===== src/rtl/slavefifo2b_pkg.sv =====
// Shared definitions for the FX3 Slave FIFO 2-bit mode controller.
// Holds the mode codes, the FSM state encoding, the FIFO address constants,
// and a helper that folds unsupported mode_req codes onto idle.
package slavefifo2b_pkg;

  localparam int DATA_W = 32;

  typedef enum logic [2:0] {
    MODE_IDLE = 3'd0,
    MODE_LB   = 3'd1,
    MODE_SIN  = 3'd2,
    MODE_SOUT = 3'd3,
    MODE_ZLP  = 3'd4
  } mode_e;

  typedef enum logic [1:0] {
    ST_IDLE   = 2'd0,
    ST_ACTIVE = 2'd1,
    ST_DRAIN  = 2'd2,
    ST_SWITCH = 2'd3
  } state_e;

  // Producer socket for FPGA writes, consumer socket for FPGA reads
  localparam logic [1:0] FADDR_PROD = 2'b00;
  localparam logic [1:0] FADDR_CONS = 2'b11;

  // Codes 5-7 have no generator behind them and are treated as idle
  function automatic mode_e sanitize_mode(input logic [2:0] code);
    mode_e m;
    case (code)
      3'd1:    m = MODE_LB;
      3'd2:    m = MODE_SIN;
      3'd3:    m = MODE_SOUT;
      3'd4:    m = MODE_ZLP;
      default: m = MODE_IDLE;
    endcase
    return m;
  endfunction

endpackage


===== src/rtl/slavefifo2b_req_filter.sv =====
// Request filter for the mode controller.
// Registers mode_req once (invalid codes folded to idle) and only reports a
// request once the registered value has held steady and differs from the
// currently granted mode.
// Ports:
//   i_clk, i_rst_n     clock, asynchronous active-low reset
//   i_mode_req         raw requested mode code
//   i_active_mode      currently granted mode
//   o_pending          one-cycle pulse: a new stable request was accepted
//   o_target           latest accepted mode (already valid in the pulse cycle)
module slavefifo2b_req_filter
  import slavefifo2b_pkg::*;
#(
  parameter int REQ_STABLE = 3
) (
  input  logic       i_clk,
  input  logic       i_rst_n,
  input  logic [2:0] i_mode_req,
  input  mode_e      i_active_mode,
  output logic       o_pending,
  output mode_e      o_target
);

  localparam int SW = (REQ_STABLE > 2) ? $clog2(REQ_STABLE) : 1;

  mode_e         r_req_q;
  mode_e         r_req_prev;
  mode_e         r_target;
  logic [SW-1:0] r_stab_cnt;
  logic          w_same;

  assign w_same = (r_req_q == r_req_prev) && (r_req_q != i_active_mode);

  // Pulse on the edge where the counter reaches REQ_STABLE-1; it then
  // saturates so a request that keeps holding is not re-announced.
  assign o_pending = w_same && (r_stab_cnt == SW'(REQ_STABLE - 2));

  // Bypass so the FSM can act on the target in the same cycle it is accepted
  assign o_target = o_pending ? r_req_q : r_target;

  always_ff @(posedge i_clk or negedge i_rst_n) begin
    if (!i_rst_n) begin
      r_req_q    <= MODE_IDLE;
      r_req_prev <= MODE_IDLE;
      r_target   <= MODE_IDLE;
      r_stab_cnt <= '0;
    end else begin
      r_req_q    <= sanitize_mode(i_mode_req);
      r_req_prev <= r_req_q;
      if (!w_same) begin
        r_stab_cnt <= '0;
      end else if (r_stab_cnt != SW'(REQ_STABLE - 1)) begin
        r_stab_cnt <= r_stab_cnt + SW'(1);
      end
      if (o_pending) begin
        r_target <= r_req_q;
      end
    end
  end

endmodule


===== src/rtl/slavefifo2b_mode_ctrl.sv =====
// Mode controller and GPIF II pin arbiter for the FX3 Slave FIFO 2-bit bus.
// Grants the single FPGA-side pin set to one traffic generator (loopback,
// stream-IN, stream-OUT, ZLP), drives each generator's mode_selected, and
// sequences ownership changes through DRAIN (bus quiet) and SWITCH (settle).
// Ports:
//   clk_100, reset_                 clock, asynchronous active-low reset
//   mode_req                        requested mode (5-7 treated as idle)
//   slwr_*/slrd_*/sloe_*/pktend_*   generator strobes, active-low
//   faddr_lb, data_*                generator address / write data
//   lb_sel..zlp_sel                 mode_selected to each generator
//   slwr_, slrd_, sloe_, pktend_    muxed bus strobes, active-low
//   faddr, data_out                 muxed FIFO address and write data
//   active_mode                     currently granted mode
//   busy                            high in DRAIN or SWITCH
module slavefifo2b_mode_ctrl
  import slavefifo2b_pkg::*;
#(
  parameter int QUIET_CYCLES  = 4,
  parameter int SETTLE_CYCLES = 8,
  parameter int REQ_STABLE    = 3
) (
  input  logic              clk_100,
  input  logic              reset_,
  input  logic [2:0]        mode_req,
  input  logic              slwr_lb_,
  input  logic              slwr_sin_,
  input  logic              slwr_zlp_,
  input  logic              slrd_lb_,
  input  logic              slrd_sout_,
  input  logic              sloe_lb_,
  input  logic              sloe_sout_,
  input  logic              pktend_lb_,
  input  logic              pktend_sin_,
  input  logic              pktend_zlp_,
  input  logic [1:0]        faddr_lb,
  input  logic [DATA_W-1:0] data_lb,
  input  logic [DATA_W-1:0] data_sin,
  input  logic [DATA_W-1:0] data_zlp,
  output logic              lb_sel,
  output logic              sin_sel,
  output logic              sout_sel,
  output logic              zlp_sel,
  output logic              slwr_,
  output logic              slrd_,
  output logic              sloe_,
  output logic              pktend_,
  output logic [1:0]        faddr,
  output logic [DATA_W-1:0] data_out,
  output logic [2:0]        active_mode,
  output logic              busy
);

  localparam int QW = (QUIET_CYCLES > 2)  ? $clog2(QUIET_CYCLES)  : 1;
  localparam int CW = (SETTLE_CYCLES > 2) ? $clog2(SETTLE_CYCLES) : 1;

  state_e            r_state;
  state_e            w_state_nxt;
  mode_e             r_active_mode;
  logic [QW-1:0]     r_quiet_cnt;
  logic [CW-1:0]     r_set_cnt;
  logic [1:0]        r_faddr_last;

  logic              w_pending;
  mode_e             w_target;
  logic              w_quiet;
  logic              w_quiet_done;
  logic              w_settle_done;
  logic              w_enter_switch;

  logic              w_slwr;
  logic              w_slrd;
  logic              w_sloe;
  logic              w_pktend;
  logic [1:0]        w_faddr;
  logic [DATA_W-1:0] w_data;
  logic [3:0]        w_sel;

  slavefifo2b_req_filter #(
    .REQ_STABLE (REQ_STABLE)
  ) u_req_filter (
    .i_clk         (clk_100),
    .i_rst_n       (reset_),
    .i_mode_req    (mode_req),
    .i_active_mode (r_active_mode),
    .o_pending     (w_pending),
    .o_target      (w_target)
  );

  // sloe_ is not a bus-driving strobe, so it does not block the drain
  assign w_quiet = slwr_lb_ & slwr_sin_ & slwr_zlp_ & slrd_lb_ & slrd_sout_ &
                   pktend_lb_ & pktend_sin_ & pktend_zlp_;

  assign w_quiet_done  = (r_state == ST_DRAIN) && w_quiet &&
                         (r_quiet_cnt == QW'(QUIET_CYCLES - 1));
  assign w_settle_done = (r_state == ST_SWITCH) &&
                         (r_set_cnt == CW'(SETTLE_CYCLES - 1));

  always_ff @(posedge clk_100 or negedge reset_) begin
    if (!reset_) begin
      r_state <= ST_IDLE;
    end else begin
      r_state <= w_state_nxt;
    end
  end

  // A request accepted after SWITCH entry leaves target != active_mode at
  // the end of settling; the FSM then restarts SWITCH with the new target.
  always_comb begin
    w_state_nxt    = r_state;
    w_enter_switch = 1'b0;
    case (r_state)
      ST_IDLE: begin
        if (w_pending) begin
          w_state_nxt    = ST_SWITCH;
          w_enter_switch = 1'b1;
        end
      end
      ST_ACTIVE: begin
        if (w_pending) begin
          w_state_nxt = ST_DRAIN;
        end
      end
      ST_DRAIN: begin
        if (w_quiet_done) begin
          w_state_nxt    = ST_SWITCH;
          w_enter_switch = 1'b1;
        end
      end
      ST_SWITCH: begin
        if (w_settle_done) begin
          if (w_target != r_active_mode) begin
            w_enter_switch = 1'b1;
          end else if (w_target == MODE_IDLE) begin
            w_state_nxt = ST_IDLE;
          end else begin
            w_state_nxt = ST_ACTIVE;
          end
        end
      end
      default: w_state_nxt = ST_IDLE;
    endcase
  end

  always_ff @(posedge clk_100 or negedge reset_) begin
    if (!reset_) begin
      r_active_mode <= MODE_IDLE;
      r_quiet_cnt   <= '0;
      r_set_cnt     <= '0;
      r_faddr_last  <= '0;
    end else begin
      if (w_enter_switch) begin
        r_active_mode <= w_target;
      end
      if ((r_state == ST_DRAIN) && w_quiet && !w_quiet_done) begin
        r_quiet_cnt <= r_quiet_cnt + QW'(1);
      end else begin
        r_quiet_cnt <= '0;
      end
      if ((r_state == ST_SWITCH) && !w_settle_done) begin
        r_set_cnt <= r_set_cnt + CW'(1);
      end else begin
        r_set_cnt <= '0;
      end
      // Remembers the last driven address so faddr holds outside ACTIVE
      r_faddr_last <= w_faddr;
    end
  end

  always_comb begin
    w_sel    = 4'b0000;
    w_slwr   = 1'b1;
    w_slrd   = 1'b1;
    w_sloe   = 1'b1;
    w_pktend = 1'b1;
    w_data   = '0;
    w_faddr  = r_faddr_last;
    if (r_state == ST_ACTIVE) begin
      case (r_active_mode)
        MODE_LB: begin
          w_sel    = 4'b0001;
          w_slwr   = slwr_lb_;
          w_slrd   = slrd_lb_;
          w_sloe   = sloe_lb_;
          w_pktend = pktend_lb_;
          w_data   = data_lb;
          w_faddr  = faddr_lb;
        end
        MODE_SIN: begin
          w_sel    = 4'b0010;
          w_slwr   = slwr_sin_;
          w_pktend = pktend_sin_;
          w_data   = data_sin;
          w_faddr  = FADDR_PROD;
        end
        MODE_SOUT: begin
          w_sel    = 4'b0100;
          w_slrd   = slrd_sout_;
          w_sloe   = sloe_sout_;
          w_faddr  = FADDR_CONS;
        end
        MODE_ZLP: begin
          w_sel    = 4'b1000;
          w_slwr   = slwr_zlp_;
          w_pktend = pktend_zlp_;
          w_data   = data_zlp;
          w_faddr  = FADDR_PROD;
        end
        default: ;
      endcase
    end
  end

  assign lb_sel      = w_sel[0];
  assign sin_sel     = w_sel[1];
  assign sout_sel    = w_sel[2];
  assign zlp_sel     = w_sel[3];
  // FX3 drives the data bus while sloe_ is low, so a write then would contend
  assign slwr_       = w_slwr | ~w_sloe;
  assign slrd_       = w_slrd;
  assign sloe_       = w_sloe;
  assign pktend_     = w_pktend;
  assign faddr       = w_faddr;
  assign data_out    = w_data;
  assign active_mode = r_active_mode;
  assign busy        = (r_state == ST_DRAIN) || (r_state == ST_SWITCH);

endmodule


===== config.mk =====
export PLATFORM = sky130hd
export DESIGN_NAME = slavefifo2b_mode_ctrl
export DESIGN_NICKNAME = d
export VERILOG_FILES = /design/src/rtl/slavefifo2b_pkg.sv /design/src/rtl/slavefifo2b_req_filter.sv /design/src/rtl/slavefifo2b_mode_ctrl.sv
export SDC_FILE = /design/constraint.sdc
export NUM_CORES = 1
export LEC_CHECK = 0
export ABC_CLOCK_PERIOD_IN_PS = 4019
export BUFFER_PORTS_ARGS = -buffer_cell sky130_fd_sc_hd__buf_2
export CORE_MARGIN = 10
export CORE_UTILIZATION = 40
export CTS_BUF_LIST = sky130_fd_sc_hd__clkbuf_4 sky130_fd_sc_hd__clkbuf_8 sky130_fd_sc_hd__clkbuf_16
export DETAILED_ROUTE_END_ITERATION = 7
export GPL_TIMING_DRIVEN = 0
export PLACE_DENSITY_LB_ADDON = 0.1
export SYNTH_ARGS = -nofsm -noshare
export SYNTH_HDL_FRONTEND = slang
export SYNTH_SLANG_ARGS = --single-unit

===== constraint.sdc =====
create_clock -name clk_100 -period 4.02 [get_ports clk_100]
set_clock_uncertainty 0.2 [all_clocks]
set_input_delay 0.603 -clock clk_100 [delete_from_list [all_inputs] [get_ports clk_100]]
set_output_delay 0.603 -clock clk_100 [all_outputs]
set_load 0.01 [all_outputs]

# == Yosys cells after proc, flatten, opt, wreduce, memory -nomap -nowiden ==
# Index checks and enable logic that the tools add are counted.
# classes
n_eq_ne,24
n_reduce_logical,14
bitwise_logic,9
addsub,3
muxes,32
# ops
operator,count
case mux 32 bit (3 select lines),1
two-way mux 32 bit,1
two-way mux 2 bit,9
case mux 4 bit (4 select lines),1
equality test 3 x 2 -> 1 bit (second input constant),4
case mux 3 bit (4 select lines),1
inequality test 2 bit (second input constant),5
equality test 3 bit (second input constant),3
two-way mux 1 bit,9
case mux 1 bit (3 select lines),3
case mux 2 bit (4 select lines),1
bitwise AND 1 bit,7
logical AND 1 bit,7
equality test 2 bit (second input constant),3
equality test 3 x 1 -> 1 bit (second input constant),2
two-way mux 3 bit,2
inequality test 3 bit,2
case mux 2 bit (3 select lines),1
AND reduction 5 bit,1
adder 2 x 1 -> 2 bit (second input constant),2
equality test 2 x 1 -> 1 bit (second input constant),2
two-way mux 4 bit,1
inequality test 2 x 1 -> 1 bit (second input constant),2
case mux 1 bit (2 select lines),2
9 further kinds,10
# totals
register_bits,23
word_cells,91
in_bits,113
output_inout_bits,46

# == Logic depth before layout (Yosys ltp) ==
# Gate-level depths: netlist (run 1).
# depth
ltp_word,12
depth_mapped,8
depth_no_buf,8

# == Modules after synthesis ==
# A second synthesis (run 1) with hierarchy kept.
# hier_totals
hier_cells,238
area_unflattened_um2,2023.2
# by_module_without_submodules
module,seq_area_each_um2,area_each_um2,cells_each,n_inst
slavefifo2b_mode_ctrl,300.3,1552.7,202,1
slavefifo2b_req_filter,275.3,470.5,36,1

# == Worst setup path before layout (run 1) ==
# No wires, ideal clock.
# synth_path
path_kind,register to output
start,"reg r_active_mode[2], in the netlist active_mode[2]"
end,out data_out[10]
slack_ns,1.561
t_arrival_ns,1.656
path_buffers,3
path_stages_with_launch,9
required_ns,3.217
cell_sequence,dfrtp_1 clkbuf_2 nor2b_1 clkbuf_1 buf_1 a22oi_1 nor2_1 a21oi_1 nor2_1
# synth_between
elab_chain_cells,3
elab_cells_between_ends,5
classes_between,eq/ne (3); mux (2)
# synth_lines
item,line,source
start: declaration,slavefifo2b_mode_ctrl.sv:58,mode_e r_active_mode;
start signal: assignment,slavefifo2b_mode_ctrl.sv:152,r_active_mode <= w_target;
equality test 3 bit (tied with other cells),slavefifo2b_mode_ctrl.sv:178,case (r_active_mode)
case mux 32 bit (3 select lines) *,slavefifo2b_mode_ctrl.sv:178,
two-way mux 32 bit *,slavefifo2b_mode_ctrl.sv:177,if (r_state == ST_ACTIVE) begin
end: declaration,slavefifo2b_mode_ctrl.sv:48,"output logic [DATA_W-1:0] data_out,"
# Mark *: on every way between the ends. The rest lies on a longest branch, timed or not.

# == Final worst setup path (run 1) ==
# layout_path
start,"reg r_active_mode[2], in the netlist active_mode[2]"
end,out data_out[15]
# Same word-level chain as after synthesis.

==> metrics.md, run 1 <==
| Metric | Value |
|---|---|
| Sequential cell area | `576 um^2` |
| Share of cells above drive strength 1 | `0.389` |
| Layout fillers | `501` |
| R2r startpoint | `u_req_filter.r_req_q[0]` |
| Clock sink count | `23` |
| Post-synthesis sequential area ratio | `0.267` |
| Routed wire per std cell | `17.0 um` |
| Post-synthesis instance total | `301` |
| Initial Util | `0.417` |
| # IOs | `159` |
| Clock power frac | `0.193` |
| Setup violations, final | `0` |
| RSZ-0062 raised after global routing | `false` |
| Clock root cell | `clkbuf_8` |
| Clk_lat worst skew | `270 ps` |
| N_diodes | `0` |
| Largest net degree at the start of global routing | `24` |
| Setup CP Type | `register to output port` |
| Sw Share | `0.356` |
| Max_cap viols | `0` |
| Slew Limit Fails | `0` |
| Max VDD drop | `295 uV` |
| CTS Buf Count | `3` |
| Final setup margin | `905 ps` |
| First-pass GRT wire length | `14000 um` |
| DRT iter0 DRCs | `197` |
| Vias in the first global route | `2652` |
| Multi-input gate area | `1440 um^2` |
| Critical-path cell list | `clkbuf_2 -> nand2b_1 -> nor2_1 -> clkbuf_1 -> a21oi_1 -> nor2_1 -> buf_2` |
| Lkg Pwr | `1.55 nW` |
| Hold WC Path Type | `input pin to asynchronous set/reset pin` |
| Comb power frac | `0.422` |
| Nets@finish | `582` |
| Pre-CTS WS | `1210 ps` |
| Critical Path RT | `3220 ps` |
| Remaining antenna violation count | `0` |
| Antenna violations before repair | `0` |
| Total track usage | `0.193` |
| Final min period | `3120 ps` |
| Number of flops mapped to enable cells by yosys | `0` |
| Most frequent cells after synthesis | `77 x nor2_1, 36 x a21oi_1, 34 x a22oi_1, 23 x dfrtp_1, 13 x nand2_1` |
| Clock Pin Slew Worst Setup and Hold Paths | `80 ps` |
| Max_slew headroom | `0.666` |
| Worst setup SP type | `register` |
| Residual DRC | `0` |
| Status | `completed` |
| GR Overflow Total | `0` |
| CTS tree | `done` |
| Final core area utilization | `0.596` |
| Synth Cell Area | `2160 um^2` |
| Post-CTS setup buffers | `0` |
| DR pass1 iterations | `5` |
| HPWL after DPL | `7510 um` |
| Final wirelength | `9070 um` |
| Most common cell in the synthesized netlist | `nor2_1` |
| PortBufs | `158` |
| Syn nets | `419` |
| Max FO, Critical Path | `10` |
| Die ar. | `8730 um^2` |
| Cell repeated most along the worst path | `nor2_1` |
| Row count | `26` |
| Syn Area/Cell | `7.17 um^2` |
| Int Power | `0.491 mW` |
| Vias/cell | `5.29` |
| Routability cong. | `0.891` |
| Element type at the critical path end | `output port` |
| Area Overhead vs Synth | `42.8%` |
| Yosys warns | `0` |
| Max incr delay on CP | `420 ps` |
| # H-tree levels | `1` |
| Largest cells by area after synthesis | `dfrtp_1 27%, nor2_1 13%, a22oi_1 12%, a21oi_1 8.3%, ha_1 2.9%` |
| Max Root-Sink Buffers | `2` |
| Critical path origin | `active_mode[2]` |
| Main synth FF type | `dfrtp_1` |
| Synth unique cells | `46` |
| Synth area leader | `dfrtp_1` |
| Fmax | `0.321 GHz` |
| Worst-Margin Slew | `500 ps` |
| P_sw | `0.271 mW` |
| Hold_buf cts | `0` |
| Crit path DAT | `2310 ps` |
| Core ar. | `5170 um^2` |
| Post_cts resized | `0` |
| Seq pwr share | `0.385` |
| Yosys reg bits | `23` |
| Final hold viol count | `0` |
| PwrDens | `247 nW/um^2` |
| Area share of the largest cell type after synthesis | `0.267` |
| Die Ht | `93.5 um` |
| Vias | `2820` |
| Fraction of registers with async set/reset | `1.00` |
| Die width | `93.5 um` |
| FF-to-FF path depth | `7` |
| Crit-path slowest cell | `nor2_1` |
| Period utilisation layout | `0.775` |
| Setup TNS | `0 ps` |
## final timing paths
check                                             end  slack [ps]
max in group asynchronous              active_mode[1]        3190
hold reg to reg                          r_set_cnt[0]         240
hold / removal             u_req_filter.r_req_prev[2]          90
setup reg to reg                       active_mode[0]        1810
setup / recovery                         data_out[15]         900
min in group clk_100                     r_set_cnt[0]         240
## sequential cells by signal, indices dropped and copies added, names as in the netlist
signal / count
active_mode: 3
r_set_cnt: 3
u_req_filter.r_req_prev: 3
u_req_filter.r_req_q: 3
u_req_filter.r_target: 3
r_faddr_last: 2
r_quiet_cnt: 2
r_state: 2
u_req_filter.r_stab_cnt: 2
## per-stage QoR
step / hold slack, ps / instance area [um^2] / power, mW / cells
6_report: 88.0 / 3080 / 0.763 / 533
5_1_grt: 119 / 3080 / 0.818 / 533
4_1_cts: 106 / 3080 / 0.765 / 533
3_5_place_dp: 234 / 3040 / 0.618 / 529
3_3_place_gp: 223 / 3040 / 0.611 / 529
2_1_floorplan: 107 / 2160 / 0.500 / 301
## worst max-delay path: cells and delay by family (launching register included)
family,cells,cell delay [ps]
simple gates,3,740
buf+inv,3,750
flops,1,390
compound gates,1,140
## power groups by stage
stage	Combinational [mW]	Sequential, mW	Clock, mW
after floorplan	0.206	0.293	0
after global placement	0.313	0.297	0
after detailed placement	0.319	0.299	0
after CTS	0.321	0.294	0.149
after global routing	0.356	0.300	0.162
final	0.322	0.294	0.147
## logic make-up after synthesis
group                      after synthesis  synth area share
DFF                                     23             0.267
buffers and inverters                   27            0.0649
muxes                                    3            0.0139
adders and majority gates                5            0.0290
and+or+nand+nor                        146             0.322
xor gates and xnor gates                 9            0.0365
AOI/OAI and AO/OA                       88             0.267
## layout make-up
| type | instances | area share |
|---|---|---|
| Buffer | 24 | 0.0418 |
| Clock buffer | 3 | 0.0134 |
| Clock inverter | 1 | 0.00162 |
| Inverter | 3 | 0.00365 |
| Multi-Input combinational cell | 251 | 0.468 |
| Sequential cell | 23 | 0.187 |
| Tap cell | 70 | 0.0284 |
| Timing Repair Buffer | 158 | 0.256 |
## routing by layer
metal | up-vias | GRT usage | share of wire
met5 | - | 0 | 0
met2 | 159 | 0.353 | 0.50
met1 | 1244 | 0.220 | 0.36
met4 | 0 | 0.0386 | 0.014
met3 | 13 | 0.0480 | 0.12
li1 | 1404 | - | -
## layout by cell type, fill, tap and decap left out, types with 2 or more instances in the layout
master      n
a21oi_1    36
a22oi_1    34
a31oi_1     3
and2_1      2
buf_1       2
buf_2     163
clkbuf_1   12
clkbuf_8    5
dfrtp_1    23
ha_1        5
inv_1       3
mux2i_1     3
nand2_1    13
nand2b_1    3
nand3_1     9
nand4_1     4
nor2_1     77
nor2b_1     6
nor3_1     10
nor3b_1     6
nor4_1      3
o21ai_0     5
o311ai_1    3
or3_1       3
xnor2_1     6
xor2_1      3
No activity file was read; power rests on OpenSTA's default activity.
==> run 2, diff against run 1 <==
--- a/config.mk
+++ b/config.mk
@@ -5,7 +5,7 @@
 export SDC_FILE = /design/constraint.sdc
 export NUM_CORES = 1
 export LEC_CHECK = 0
-export ABC_CLOCK_PERIOD_IN_PS = 4019
+export ABC_CLOCK_PERIOD_IN_PS = 3200
 export BUFFER_PORTS_ARGS = -buffer_cell sky130_fd_sc_hd__buf_2
 export CORE_MARGIN = 10
 export CORE_UTILIZATION = 40
==> constraint.sdc (replaced) <==
create_clock -name clk_100 -period 3.2 [get_ports clk_100]
set_clock_uncertainty 0.2 [all_clocks]
set_input_delay 0.48 -clock clk_100 [delete_from_list [all_inputs] [get_ports clk_100]]
set_output_delay 0.48 -clock clk_100 [all_outputs]
set_load 0.01 [all_outputs]
==> run 2 against run 1 <==
Against the previous run: sequential share of layout area down 0.083 points; routed wire length up 0.24%; first-iteration DRC count down 17%; design area up 0.45%; combinational power up 26%; sequential power up 26%; register-to-register slack worse by 820 ps; hold slack better by 76 ps; largest power group unchanged; critical path depth unchanged; highest routed layer unchanged; non-clock buffer count up 1.
==> metrics.md, run 2 (same netlist as run 1, synthesis figures left out) <==
| Metric | Value |
|---|---|
| Sw Share | `0.356 (about the same)` |
| Nets@finish | `583 (+0.17%)` |
| Commonest cells after routing, fill and taps aside | `163 x buf_2, 77 x nor2_1, 36 x a21oi_1` |
| Clock power frac | `0.193 (about the same)` |
| Final setup margin | `224 ps (-681 ps)` |
| Hold WC Path Type | `input pin to register` |
| Comb power frac | `0.423 (about the same)` |
| R2r setup slk | `990 ps (-820 ps)` |
| Die width | `93.5 um (unchanged)` |
| Vias | `2815 (-0.18%)` |
| Layout fillers | `499 (-0.40%)` |
| Initial Util | `0.417 (unchanged)` |
| CP endpoint | `data_out[19]` |
| Critical path origin | `active_mode[2]` |
| Final core area utilization | `0.599 (+0.00266)` |
| DRT iter0 DRCs | `164 (-17%)` |
| Remaining antenna violation count | `0 (unchanged)` |
| Clock sink count | `23 (unchanged)` |
| Multi-input gate area | `1440 um^2 (unchanged)` |
| Fmax | `0.336 GHz` |
| Max FO, Critical Path | `10 (unchanged)` |
| Clock Pin Slew Worst Setup and Hold Paths | `80 ps (about the same)` |
| Max Root-Sink Buffers | `2 (unchanged)` |
| Max_slew headroom | `0.669 (+0.00381)` |
| Setup violations, final | `0 (unchanged)` |
| GR Overflow Total | `0 (unchanged)` |
| Period utilisation layout | `0.930` |
| First-pass GRT wire length | `14000 um (+0.10%)` |
| Crit-path slowest cell | `clkbuf_1` |
| Crit path DAT | `2300 ps (about the same)` |
| Max_cap viols | `0 (unchanged)` |
| N_diodes | `0 (unchanged)` |
| RSZ-0062 raised after global routing | `false` |
| Dpl cells | `529 (unchanged)` |
| P_sw | `0.342 mW (+26%)` |
| Worst-Margin Slew | `496 ps (-3.87 ps)` |
| PwrDens | `310 nW/um^2 (+25%)` |
| FF-to-FF path depth | `7 (unchanged)` |
| Core ar. | `5170 um^2 (unchanged)` |
| Total track usage | `0.193 (unchanged)` |
| Residual DRC | `0 (unchanged)` |
| R2r startpoint | `u_req_filter.r_req_q[0]` |
| Setup CP Type | `register to output port` |
| Reg-to-Reg End | `active_mode[0]` |
| Sequential cell area | `576 um^2 (unchanged)` |
| Cell repeated most along the worst path | `nor2_1` |
| Largest net degree at the start of global routing | `24 (unchanged)` |
| Commonest non-fill, non-tap cell in the layout | `buf_2` |
| Row count | `26 (unchanged)` |
| Slew Limit Fails | `0 (unchanged)` |
| Status | `completed` |
| Critical Path RT | `2520 ps (-700 ps)` |
| DR pass1 iterations | `5 (unchanged)` |
| PortBufs | `158 (unchanged)` |
| Clk_lat worst skew | `270 ps (about the same)` |
| Int Power | `0.618 mW (+26%)` |
| Routed wire per std cell | `17.0 um (about the same)` |
| Critical-path cell list | `clkbuf_2 -> nand2b_1 -> nor2_1 -> clkbuf_1 -> a21oi_1 -> nor2_1 -> buf_2` |
| Tot Pwr | `0.960 mW (+26%)` |
| # H-tree levels | `1 (unchanged)` |
| Max incr delay on CP | `420 ps (about the same)` |
| Clock root cell | `clkbuf_8` |
| Die ar. | `8730 um^2 (unchanged)` |
| # IOs | `159 (unchanged)` |
| Vias/cell | `5.27 (-0.36%)` |
| Seq pwr share | `0.385 (about the same)` |
| Die Ht | `93.5 um (unchanged)` |
| Final wirelength | `9090 um (+0.24%)` |
| Setup TNS | `0 ps (unchanged)` |
| CTS tree | `done` |
| HPWL after DPL | `7510 um (unchanged)` |
| Element type at the critical path end | `output port` |
| Area Overhead vs Synth | `43.5%` |
| Share of cells above drive strength 1 | `0.394 (+0.00563)` |
| Antenna violations before repair | `0 (unchanged)` |
| CTS Buf Count | `3 (unchanged)` |
| Final min period | `2980 ps` |
| Lkg Pwr | `1.56 nW (+0.94%)` |
| Routability cong. | `0.891 (unchanged)` |
| Pre-CTS WS | `516 ps (-697 ps)` |
| Max VDD drop | `371 uV (+26%)` |
| Final hold viol count | `0 (unchanged)` |
| Final cell count without fillers | `534 (+0.19%)` |
| Worst setup SP type | `register` |
| Vias in the first global route | `2658 (+0.23%)` |
==> run 2: cell count changes in the layout (fill, tap and decap cells not counted), sizes merged <==
cell,delta
buf,-1
clkbuf,+1
dlygate4sd3,+1
==> run 2: how the worst min path moves through the flow <==
| stage | startpoint | to | slack [ps] | depth (start not counted) |
|---|---|---|---|---|
| after floorplan | reset_ | active_mode[0] | -20 | 0 |
| after global placement | r_quiet_cnt[0] | r_quiet_cnt[0] | 220 | 1 |
| after detailed placement | r_set_cnt[0] | r_set_cnt[0] | 230 | 1 |
| after CTS | mode_req[0] | u_req_filter.r_req_q[2] | 160 | 2 |
| after global routing | mode_req[0] | u_req_filter.r_req_q[2] | 150 | 2 |
| final | mode_req[1] | u_req_filter.r_req_q[2] | 160 | 2 |
==> run 2: metal layers <==
layer  wire length, um  vias to the layer above  track usage
li1                  -                     1404            -
met1              3380                     1260        0.219
met2              4570                      138        0.354
met3              1020                       13       0.0480
met4               130                        0       0.0386
met5                 0                        -            0
==> run 2: layout make-up <==
class | instances | area share
tap | 70 | 0.0283
clock inverter | 1 | 0.00162
multi-input combinational | 251 | 0.466
sequential | 23 | 0.186
timing repair buffer | 159 | 0.259
clock buffer | 3 | 0.0133
inverter | 3 | 0.00364
buffer | 24 | 0.0428
==> run 2: timing repair <==
item                                    CTS  global route
endpoints found under the setup margin    0            11
gates resized for setup                   0             5
setup buffers                             0             0
hold buffers                              1             0
endpoints found under the hold margin    23             0
==> run 2: worst max-delay path, delay by kind of cell, from the launching register on <==
family                 cells  cell delay [ps]
AO/OA/AOI/OAI              1              130
buffers and inverters      3              770
flip-flops                 1              390
AND/OR/NAND/NOR            3              740
==> run 2: power by group through the flow <==
| stage | registers [mW] | clock network [mW] | logic (mW) |
|---|---|---|---|
| global route | 0.376 | 0.204 | 0.449 |
| finish | 0.369 | 0.185 | 0.406 |
| CTS | 0.369 | 0.188 | 0.404 |
| detailed placement | 0.375 | 0 | 0.401 |
| global placement | 0.374 | 0 | 0.393 |
| floorplan | 0.368 | 0 | 0.259 |
==> run 2: through the flow <==
stage               area [um^2]  hold WS, ps
finish                     3100          164
global route               3100          155
CTS                        3090          161
detailed placement         3040          234
global placement           3040          223
floorplan                  2160        -15.6
==> run 3, diff against run 2 <==
--- a/config.mk
+++ b/config.mk
@@ -5,13 +5,14 @@
 export SDC_FILE = /design/constraint.sdc
 export NUM_CORES = 1
 export LEC_CHECK = 0
-export ABC_CLOCK_PERIOD_IN_PS = 3200
+export ABC_CLOCK_PERIOD_IN_PS = 3000
 export BUFFER_PORTS_ARGS = -buffer_cell sky130_fd_sc_hd__buf_2
 export CORE_MARGIN = 10
 export CORE_UTILIZATION = 40
 export CTS_BUF_LIST = sky130_fd_sc_hd__clkbuf_4 sky130_fd_sc_hd__clkbuf_8 sky130_fd_sc_hd__clkbuf_16
 export DETAILED_ROUTE_END_ITERATION = 7
 export GPL_TIMING_DRIVEN = 0
+export HOLD_SLACK_MARGIN = 0.06
 export PLACE_DENSITY_LB_ADDON = 0.1
 export SYNTH_ARGS = -nofsm -noshare
 export SYNTH_HDL_FRONTEND = slang
==> constraint.sdc (replaced) <==
create_clock -name clk_100 -period 3 [get_ports clk_100]
set_clock_uncertainty 0.2 [all_clocks]
set_input_delay 0.45 -clock clk_100 [delete_from_list [all_inputs] [get_ports clk_100]]
set_output_delay 0.45 -clock clk_100 [all_outputs]
set_load 0.01 [all_outputs]
==> run 3 against run 2 <==
Against the previous run: global-route usage stayed put; first-iteration DRC count up 13%; core utilization grew 0.36 points; clock-buffer cell count stayed put; hold slack got worse by 30 ps; power grew 6.9%; critical endpoint is now data_out[26]; setup slack lost 53 ps; sequential cell count unchanged.
==> metrics.md, run 3 (same netlist as run 1, synthesis figures left out) <==
| Metric | Value |
|---|---|
| Period utilisation layout | `0.943` |
| Dpl cells | `529 (unchanged)` |
| Vias in the first global route | `2658 (unchanged)` |
| Clock Pin Slew Worst Setup and Hold Paths | `80 ps (about the same)` |
| Layout fillers | `506 (+1.4%)` |
| Crit-path slowest cell | `buf_1` |
| Residual DRC | `0 (unchanged)` |
| GR Overflow Total | `0 (unchanged)` |
| PwrDens | `329 nW/um^2 (+6.3%)` |
| PortBufs | `158 (unchanged)` |
| Multi-input gate area | `1450 um^2 (+0.61%)` |
| N_diodes | `0 (unchanged)` |
| Routed wire per std cell | `17.0 um (about the same)` |
| Slew Limit Fails | `0 (unchanged)` |
| R2r setup slk | `790 ps (-200 ps)` |
| Initial Util | `0.417 (unchanged)` |
| Final setup margin | `171 ps (-52.6 ps)` |
| Worst-Margin Slew | `495 ps (-0.391 ps)` |
| Buffers and inverters on the worst path | `4 (+1)` |
| Lkg Pwr | `1.58 nW (+1.2%)` |
| Final wirelength | `9100 um (about the same)` |
| Clock sink count | `23 (unchanged)` |
| Antenna violations before repair | `0 (unchanged)` |
| Nets@finish | `583 (unchanged)` |
| Final min period | `2830 ps` |
| Clock root cell | `clkbuf_8` |
| Fmax | `0.354 GHz` |
| DRT iter0 DRCs | `186 (+13%)` |
| Commonest non-fill, non-tap cell in the layout | `buf_2` |
| Row count | `26 (unchanged)` |
| DR pass1 iterations | `5 (unchanged)` |
| Core ar. | `5170 um^2 (unchanged)` |
| Sequential cell area | `576 um^2 (unchanged)` |
| Min-delay src | `mode_req[1]` |
| Critical Path RT | `2350 ps (-170 ps)` |
| Vias/cell | `5.29 (+0.39%)` |
| Final cell count without fillers | `534 (unchanged)` |
| Hold WC Path Type | `input pin to register` |
| Critical-path cell list | `clkbuf_2 -> nor2b_1 -> clkbuf_2 -> buf_1 -> a22oi_1 -> nor2_1 -> a21oi_1 -> nor2_1 -> buf_2` |
| Max FO, Critical Path | `10 (unchanged)` |
| Crit path DAT | `2180 ps (-120 ps)` |
| Top delay family on crit path | `buffers and inverters` |
| Commonest cells after routing, fill and taps aside | `161 x buf_2, 76 x nor2_1, 36 x a21oi_1` |
| Setup violations, final | `0 (unchanged)` |
| Routability cong. | `0.891 (unchanged)` |
| FF-to-FF path depth | `6 (-1)` |
| Final core area utilization | `0.602 (+0.00363)` |
| Max_cap viols | `0 (unchanged)` |
| Die width | `93.5 um (unchanged)` |
| Largest net degree at the start of global routing | `24 (unchanged)` |
| Post-CTS setup buffers | `0 (unchanged)` |
| Element type at the critical path end | `output port` |
| Worst hold path endpoint | `u_req_filter.r_req_q[2]` |
| Max_slew headroom | `0.670 (about the same)` |
| Die Ht | `93.5 um (unchanged)` |
| # H-tree levels | `1 (unchanged)` |
| Pre-CTS WS | `346 ps (-170 ps)` |
| Final hold viol count | `0 (unchanged)` |
| # IOs | `159 (unchanged)` |
| Max VDD drop | `396 uV (+6.9%)` |
| Vias | `2826 (+0.39%)` |
| Clk_lat worst skew | `270 ps (about the same)` |
| Setup CP Type | `register to output port` |
| HPWL after DPL | `7510 um (unchanged)` |
| Die ar. | `8730 um^2 (unchanged)` |
| CTS Buf Count | `3 (unchanged)` |
| Total track usage | `0.193 (unchanged)` |
| First-pass GRT wire length | `14000 um (unchanged)` |
| Status | `completed` |
| Reg-to-Reg End | `active_mode[2]` |
| Max incr delay on CP | `390 ps (-30 ps)` |
| Max Root-Sink Buffers | `2 (unchanged)` |
| R2r startpoint | `u_req_filter.r_req_q[0]` |
| Share of cells above drive strength 1 | `0.409 (+0.0151)` |
| Area Overhead vs Synth | `44.3%` |
| Remaining antenna violation count | `0 (unchanged)` |
| Worst setup SP type | `register` |
| Hold Path Depth | `2 (unchanged)` |
| Setup TNS | `0 ps (unchanged)` |
| CTS tree | `done` |
[run 3: cell types whose count changed in the layout (fill, tap and decap cells not counted), moves of 2 or more]
cell / before / now
clkbuf_1: 10 / 5
buf_2: 163 / 161
clkbuf_2: 4 / 8
clkbuf_4: 0 / 2
[run 3: power breakdown]
part           leakage [nW]  switching [mW]  internal (mW)
Clock                0.0255           0.104         0.0930
Combinational          1.26           0.231          0.204
Sequential            0.296          0.0308          0.363
Total                  1.58           0.366          0.660
[run 3: worst reg2reg max path, cell delays in order (launching register included)]
cell and delay, ps:
dfrtp_1 450, xnor2_1 330, nand4_1 300, o21ai_0 290, nand2_1 130, o311ai_1 320, nor3_1 80
[run 3: repair_timing]
item,4_1_cts,5_1_grt
hold endpoints to repair,23,0
setup endpoints to repair,0,33
resized for setup,0,19
hold buffers,1,0
[run 3: worst max-delay path by stage]
stage              startpoint            to  slack, ps  depth (start not counted)
6_report       active_mode[2]  data_out[26]        170                          9
5_1_grt        active_mode[2]  data_out[26]        -20                          9
4_1_cts        active_mode[2]  data_out[19]         40                          9
3_5_place_dp   active_mode[2]  data_out[19]        350                          9
3_3_place_gp   active_mode[2]  data_out[20]        370                          9
2_1_floorplan  active_mode[2]  data_out[10]        690                          8
[run 3: layout make-up]
class,count,area share
multi-input cells,251,0.466
well taps,70,0.0281
repair buffers,159,0.257
clock buffers,3,0.0133
plain buffers,24,0.0458
flip-flops and latches,23,0.185
clock inverters,1,0.00161
inverters,3,0.00361
[run 3: metrics by stage]
stage	hold WS (ps)	power, mW	instance area, um^2
floorplan	-45.6	0.669	2160
global placement	223	0.818	3040
detailed placement	234	0.829	3040
CTS	131	1.03	3090
global route	125	1.10	3120
finish	134	1.03	3120
[run 3: routing by layer]
layer  wire length (um)  GRT usage
met5                  0          0
met4                123     0.0386
met3               1020     0.0480
met2               4590      0.354
met1               3370      0.219
